===== config.mk =====
export PLATFORM = sky130hd
export DESIGN_NAME = register_write_arbiter
export DESIGN_NICKNAME = d
export VERILOG_FILES = /design/src/rtl/register_write_arbiter.sv
export SDC_FILE = /design/constraint.sdc
export NUM_CORES = 1
export LEC_CHECK = 0
export ABC_CLOCK_PERIOD_IN_PS = 1740
export BUFFER_PORTS_ARGS = -buffer_cell sky130_fd_sc_hd__buf_2
export CAP_MARGIN = 40
export CORE_AREA = 3 3 40 42
export CTS_BUF_LIST = sky130_fd_sc_hd__clkbuf_4 sky130_fd_sc_hd__clkbuf_8
export CTS_CLUSTER_DIAMETER = 30
export DETAILED_ROUTE_END_ITERATION = 8
export DIE_AREA = 0 0 43 45
export HOLD_SLACK_MARGIN = 0.06
export PLACE_DENSITY_LB_ADDON = 0.08
export SLEW_MARGIN = 10
export SYNTH_ARGS = -nofsm -noshare
export SYNTH_HDL_FRONTEND = slang
export SYNTH_SLANG_ARGS = --single-unit
export TNS_END_PERCENT = 20

===== constraint.sdc =====
create_clock -name clk -period 1.74 [get_ports clk]
set_input_delay 0.435 -clock clk [delete_from_list [all_inputs] [get_ports clk]]
set_output_delay 0.435 -clock clk [all_outputs]
set_load 0.01 [all_outputs]

===== src/rtl/register_write_arbiter.sv =====
// Arbiter for a shared register write port: IDLE/OWN FSM, hold-limited ownership, one-cycle turnaround.
// Define ARB_ROUND_ROBIN_EN for round-robin selection; the default build uses fixed priority (0 highest).
module register_write_arbiter #(
    parameter int unsigned MAX_HOLD = 4
) (
    input  logic       clk,
    input  logic       rst,
    input  logic [3:0] request,
    output logic [3:0] grant,
    output logic [1:0] grant_index,
    output logic       grant_enable,
    output logic       busy,
    output logic       timeout_flag
);

    localparam int unsigned CNT_W = 4;
    localparam logic [CNT_W-1:0] HOLD_LAST = CNT_W'(MAX_HOLD - 1);

    typedef enum logic {
        IDLE = 1'b0,
        OWN  = 1'b1
    } state_t;

    state_t           state;
    logic [1:0]       owner;
    logic [CNT_W-1:0] hold_cnt;
    logic [1:0]       winner_c;
    logic             rel_vol_c;
    logic             rel_forced_c;

`ifdef ARB_ROUND_ROBIN_EN
    logic [1:0] ptr;

    // First requester at or above the pointer, wrapping around
    always_comb begin
        logic       found;
        logic [1:0] idx;
        winner_c = ptr;
        found    = 1'b0;
        for (int k = 0; k < 4; k++) begin
            idx = ptr + 2'(k);
            if (!found && request[idx]) begin
                winner_c = idx;
                found    = 1'b1;
            end
        end
    end
`else
    // Lowest requesting index wins
    always_comb begin
        winner_c = 2'd0;
        for (int k = 3; k >= 0; k--) begin
            if (request[k]) begin
                winner_c = 2'(k);
            end
        end
    end
`endif

    assign rel_vol_c    = !request[owner];
    assign rel_forced_c = (hold_cnt == HOLD_LAST);

    always_ff @(posedge clk or posedge rst) begin
        if (rst) begin
            state        <= IDLE;
            owner        <= 2'd0;
            hold_cnt     <= '0;
            grant        <= 4'b0000;
            grant_index  <= 2'd0;
            grant_enable <= 1'b0;
            busy         <= 1'b0;
            timeout_flag <= 1'b0;
`ifdef ARB_ROUND_ROBIN_EN
            ptr          <= 2'd0;
`endif
        end else begin
            case (state)
                IDLE: begin
                    timeout_flag <= 1'b0;
                    if (request != 4'b0000) begin
                        state        <= OWN;
                        owner        <= winner_c;
                        hold_cnt     <= '0;
                        grant        <= 4'b0001 << winner_c;
                        grant_index  <= winner_c;
                        grant_enable <= 1'b1;
                        busy         <= 1'b1;
                    end else begin
                        grant        <= 4'b0000;
                        grant_index  <= 2'd0;
                        grant_enable <= 1'b0;
                        busy         <= 1'b0;
                    end
                end
                OWN: begin
                    if (rel_vol_c || rel_forced_c) begin
                        // Voluntary release takes precedence over timeout when both occur
                        state        <= IDLE;
                        hold_cnt     <= '0;
                        grant        <= 4'b0000;
                        grant_index  <= 2'd0;
                        grant_enable <= 1'b0;
                        busy         <= 1'b0;
                        timeout_flag <= rel_forced_c && !rel_vol_c;
`ifdef ARB_ROUND_ROBIN_EN
                        ptr          <= owner + 2'd1;
`endif
                    end else begin
                        hold_cnt     <= hold_cnt + CNT_W'(1);
                        timeout_flag <= 1'b0;
                    end
                end
                default: begin
                    state        <= IDLE;
                    hold_cnt     <= '0;
                    grant        <= 4'b0000;
                    grant_index  <= 2'd0;
                    grant_enable <= 1'b0;
                    busy         <= 1'b0;
                    timeout_flag <= 1'b0;
                end
            endcase
        end
    end

endmodule


==> out/qor.csv, run 1 <==
metric,value,unit
drive_gt1_frac,0.272,
numPortBuffers,14,
routed_wl,1220,um
maxSlewHeadroom,0.628,
cpLargestDelayFamily,simple AND/OR/NAND/NOR gates,
rrSetupSlack,340,ps
finalCritPeriodShare,0.806,
synth_top_cell_area_share,0.545,
drtIter0Drc,14,
yosysWarnings,0,
worstSetupPathType,reg -> reg,
rows,13,
cts-htree-levels,1,
peakVddDrop,0.604,mV
intPower,754,uW
crit_buf_inv,0,
slowest_stage,dfrtp_1,
cts_tree,done,
holdBufCountCts,0,
first_global_vias,516,
first_pass_iters,4,
r2r_cells,5,
synth_area_leaders,"dfrtp_1 55%, a22o_1 6.4%, inv_1 3.8%, nor2b_1 3.6%, mux2i_1 2.9%",
fin_nets,89,
slew_violations,0,
clk_pin_slew_worst_paths,90,ps
cellLeakagePower,0.421,nW
yosys.area.top_type,dfrtp_1,
power.density,1440,nW/um2
die_x,43,um
slowest_delay,400,ps
synth_area,688,um2
grt_max_degree,16,
final_antenna_net_count,0,
startpoint_type,register,
grt_pass1_wl,2150,um
p_comb_frac,0.355,
initial_core_util,0.536,
p_switching,394,uW
tightest_slew,557,ps
num_io_pins,15,
syn_inst,64,
hold_violations,0,
cts_resized,0,
maxCapViolCount,0,
synthDistinctLibCells,23,
cts_made_buffers,3,
grt_usage,0.154,
switching_share,0.344,
wl_per_cell,12.7,um
synth_nets,71,
synth.most_common_cell,dfrtp_1,
share_clk_of_total_power,0.186,
core-area,1280,um2
status,completed,
seqPwrFrac,0.458,
rr_endpoint,hold_cnt[0],
fin_crit,1400,ps
synth-edff-count,0,
worst_clock_skew,5.02,ps
ys_seq_area_frac,0.545,
setup_violations,0,
area_growth,15.6,%
arrival,1580,ps
max_freq,0.713,GHz
async_flop_share,1.00,
viasPerCell,5.23,
total_power,1.15,mW
routabilityCongestion,0.726,
vias,502,
die_area,1940,um2
antenna_cells,0,
ys.flop_type,dfrtp_1,
clkLatencyLatePin,280,ps
cts.sinks,15,
fp.dieH,45,um
setup_tns,0,ps
ys_ff_latch,15,
cts_setup_buffers,0,
hpwl,910,um
r2r_start,hold_cnt[0],
hp-class,in -> async,
antenna_found_initial,0,
syn_area_per_cell,10.8,um2
ys_top_cells_by_count,"15 x dfrtp_1, 7 x inv_1, 5 x a22o_1",
clock-root-buffer,clkbuf_4,
fillers,106,
rsz0062_at_grt,no,
grt-ovfl-total,0,
drc_errors,0,
cp_max_fo,9,
clock_path_buffers,2,
cp-end-kind,register,
crit_chain,ha_1 > nor2b_1 > nand2_1 > and2_4 > mux2_4,
cp_data_required_time,1910,ps
[layer usage]
layer	up-vias	track usage	routed length [um]
li1	254	-	-
met1	226	0.194	592
met3	4	0.0279	87
met5	-	0	0
met4	0	0.108	29
met2	18	0.240	512
[state kept, by name, indices dropped and copies added, names as in the netlist]
| name | count |
|---|---|
| timeout_flag | 1 |
| busy | 1 |
| grant | 4 |
| hold_cnt | 4 |
| grant_index | 2 |
| owner | 2 |
| state | 1 |
[through the flow]
| stage | util | hold slack [ps] | worst slack, ps | instances | cell area, um2 |
|---|---|---|---|---|---|
| floorplan | - | 336 | 347 | 64 | 688 |
| global placement | 0.596 | 459 | 286 | 92 | 766 |
| detailed placement | 0.596 | 473 | 264 | 92 | 766 |
| CTS | 0.619 | 200 | 339 | 96 | 796 |
| global route | 0.619 | 225 | 251 | 96 | 796 |
| finish | 0.619 | 183 | 337 | 96 | 796 |
[layout make-up]
| type | count | area [um2] | area share |
|---|---|---|---|
| multi-input cells | 40 | 268 | 0.336 |
| well taps | 15 | 18.8 | 0.0236 |
| inverters | 7 | 26.3 | 0.0330 |
| flip-flops and latches | 15 | 375 | 0.472 |
| clock buffers | 4 | 30.0 | 0.0377 |
| repair buffers | 15 | 77.6 | 0.0975 |
[placed cells by master (no fill, tap or decap), types with 2 or more instances in the layout]
cell type,instances
nor2b_1,4
clkbuf_4,4
nor2_1,4
inv_1,7
a21oi_1,3
a22o_1,5
o21ai_0,4
buf_2,14
a21o_1,2
nand3_1,2
mux2i_1,2
dfrtp_1,15
nand2_1,4
[power by group through the flow]
stage	clock, mW	combinational, mW	sequential (mW)
after floorplan	0	0.315	0.544
after global placement	0	0.408	0.529
after detailed placement	0	0.412	0.533
after CTS	0.221	0.412	0.527
after global routing	0.238	0.455	0.542
final	0.214	0.408	0.526
[worst max path at each step]
stage,from,cells past startpoint,to
floorplan,hold_cnt[0],6,hold_cnt[0]
global placement,request[1],5,hold_cnt[0]
detailed placement,request[1],5,hold_cnt[0]
CTS,hold_cnt[0],5,hold_cnt[0]
global route,hold_cnt[0],5,hold_cnt[0]
finish,hold_cnt[0],5,hold_cnt[0]
[cells by family (layout without fill, tap and decap cells)]
logic type / count (synthesis) / count (layout) / share of synthesized area
mux: 3 / 3 / 0.0509
buf+inv: 9 / 26 / 0.0655
flops: 15 / 15 / 0.545
simple gates: 20 / 20 / 0.155
compound gates: 16 / 16 / 0.165
fa+ha+maj: 1 / 1 / 0.0182
Power figures use the tool's default switching activity.
==> inputs of run 2 (changes only) <==
ABC_AREA = 1   (was not set)
ABC_CLOCK_PERIOD_IN_PS = 1100   (was 1740)
CORE_AREA = 3 3 47 45   (was 3 3 40 42)
DIE_AREA = 0 0 50 48   (was 0 0 43 45)
clock period = 1.1 ns   (was 1.74 ns; I/O delays follow)
==> out/qor.csv, run 2 <==
metric,value,unit
first_global_vias,683,
maxSlewHeadroom,0.830,
synth_nets,100,
fp.dieH,48,um
setup_violations,20,
intPower,1.34,mW
vias,695,
reg_top3,"grant x4, hold_cnt x4",
ys_top_cells_by_count,"31 x nand2_1, 15 x dfrtp_1, 11 x inv_1, 10 x nand3_2",
wl_per_cell,11.3,um
cts_made_buffers,3,
synthDistinctLibCells,19,
rows,14,
clock_path_buffers,2,
ys_ff_latch,15,
power.density,2150,nW/um2
antenna_found_initial,0,
p_comb_frac,0.507,
synth-edff-count,0,
drtIter0Drc,9,
core-area,1660,um2
syn_inst,93,
synth_area_leaders,"dfrtp_1 47%, nand2_1 14%, nand3_2 12%, inv_1 5.1%, nand3_1 3.1%",
num_io_pins,15,
grt_max_degree,16,
hold_violations,0,
slew_violations,0,
clock-root-buffer,clkbuf_4,
dpl_worst_slack,-279,ps
startpoint_type,register,
rrSetupSlack,-110,ps
cts_tree,done,
synth.most_common_cell,nand2_1,
drive_gt1_frac,0.433,
final_antenna_net_count,0,
tightest_slew,254,ps
async_flop_share,1.00,
seqPwrFrac,0.347,
peakVddDrop,1.10,mV
cts-htree-levels,1,
routed_wl,1710,um
cp_data_required_time,1350,ps
antenna_cells,0,
drc_errors,0,
ys.flop_type,dfrtp_1,
grt_usage,0.166,
fin_nets,135,
clkLatencyLatePin,300,ps
rsz0062_at_grt,yes,
p_switching,973,uW
grt-ovfl-total,0,
final_common_cell,nand2_1,
cellLeakagePower,0.594,nW
maxCapViolCount,0,
status,finished with violations,
cp_max_fo,9,
total_power,2.31,mW
violations,negative setup slack,
die_area,2400,um2
initial_core_util,0.484,
hp-class,in -> reg,
routabilityCongestion,0.708,
fillers,141,
switching_share,0.420,
die_x,50,um
cp-end-kind,register,
synth_area,806,um2
final_cell_mix,"29 x nand2_1, 17 x buf_4, 15 x dfrtp_1, 14 x buf_2, 11 x nand3_2",
synth_top_cell_area_share,0.466,
clk_pin_slew_worst_paths,90,ps
fin_crit,1210,ps
numPortBuffers,14,
max_freq,0.826,GHz
yosysWarnings,0,
first_pass_iters,4,
worstSetupPathType,reg -> reg,
syn_area_per_cell,8.66,um2
cts.sinks,15,
fin_hold_ws,198,ps
share_clk_of_total_power,0.145,
grt_pass1_wl,2900,um
arrival,1460,ps
yosys.area.top_type,dfrtp_1,
worst_slack,-110,ps
ys_seq_area_frac,0.466,
viasPerCell,4.60,
hpwl,1210,um
area_growth,33.7,%
setup_tns,-1290,ps
finalCritPeriodShare,1.10,
worst_clock_skew,0.834,ps
[run 2: kinds of logic after synthesis]
kind of cell,share of synthesized area
buffers and inverters,0.101
adder cells (fa/ha/maj),0.0155
flip-flops,0.466
AND/OR/NAND/NOR,0.356
XOR/XNOR,0.0109
AO/OA/AOI/OAI,0.0512
[run 2: what timing repair did]
item / CTS / global route
endpoints found under the hold margin: 15 / 0
hold buffers: 1 / 0
pin swaps: 1 / 0
setup endpoints to repair: 20 / 21
resized for setup: 3 / 2
gates cloned: 0 / 0
buffers inserted: 4 / 0
[run 2: final timing paths]
kind                        startpoint          end  cells past startpoint
max                        hold_cnt[1]  hold_cnt[0]                      7
min                         request[2]     grant[2]                      3
max reg2reg                hold_cnt[1]  hold_cnt[0]                      7
min reg2reg                   grant[3]     grant[3]                      2
max in group asynchronous          rst     grant[0]                      4
min in group asynchronous          rst  hold_cnt[3]                      4
[run 2: layout make-up]
type                       count  area (um2)  share of cell area
inverter                      12        45.0              0.0418
clock buffer                   3        22.5              0.0209
tap                           24        30.0              0.0279
timing repair buffer          33         228               0.211
sequential                    15         375               0.348
clock inverter                 1        5.00             0.00465
multi-input combinational     63         372               0.345
[run 2: critical path: stages, from the launching register on]
cell	delay [ps]
dfrtp_1	390
ha_2	200
inv_2	60
nor2_4	40
a21oi_4	160
buf_12	160
nand3_2	80
nand2_2	70
[run 2: power by group through the flow]
stage / registers [mW] / clock network (mW) / logic [mW]
6_report: 0.803 / 0.336 / 1.17
3_3_place_gp: 0.803 / 0 / 0.952
5_1_grt: 0.824 / 0.366 / 1.27
4_1_cts: 0.804 / 0.342 / 1.14
2_1_floorplan: 0.864 / 0 / 0.668
3_5_place_dp: 0.817 / 0 / 0.967
[run 2: per-stage QoR]
stage / instances / util / area (um2)
after floorplan: 93 / - / 808
after global placement: 142 / 0.587 / 977
after global routing: 151 / 0.647 / 1080
after CTS: 151 / 0.643 / 1070
after detailed placement: 142 / 0.587 / 977
final: 151 / 0.647 / 1080
[run 2: routing by layer]
metal / vias up / track usage / part of all wire / wire length (um)
met5: - / 0 / 0 / 0
li1: 360 / - / - / -
met2: 15 / 0.292 / 0.45 / 765
met3: 5 / 0.0374 / 0.044 / 75
met1: 315 / 0.191 / 0.48 / 821
met4: 0 / 0.0994 / 0.026 / 44
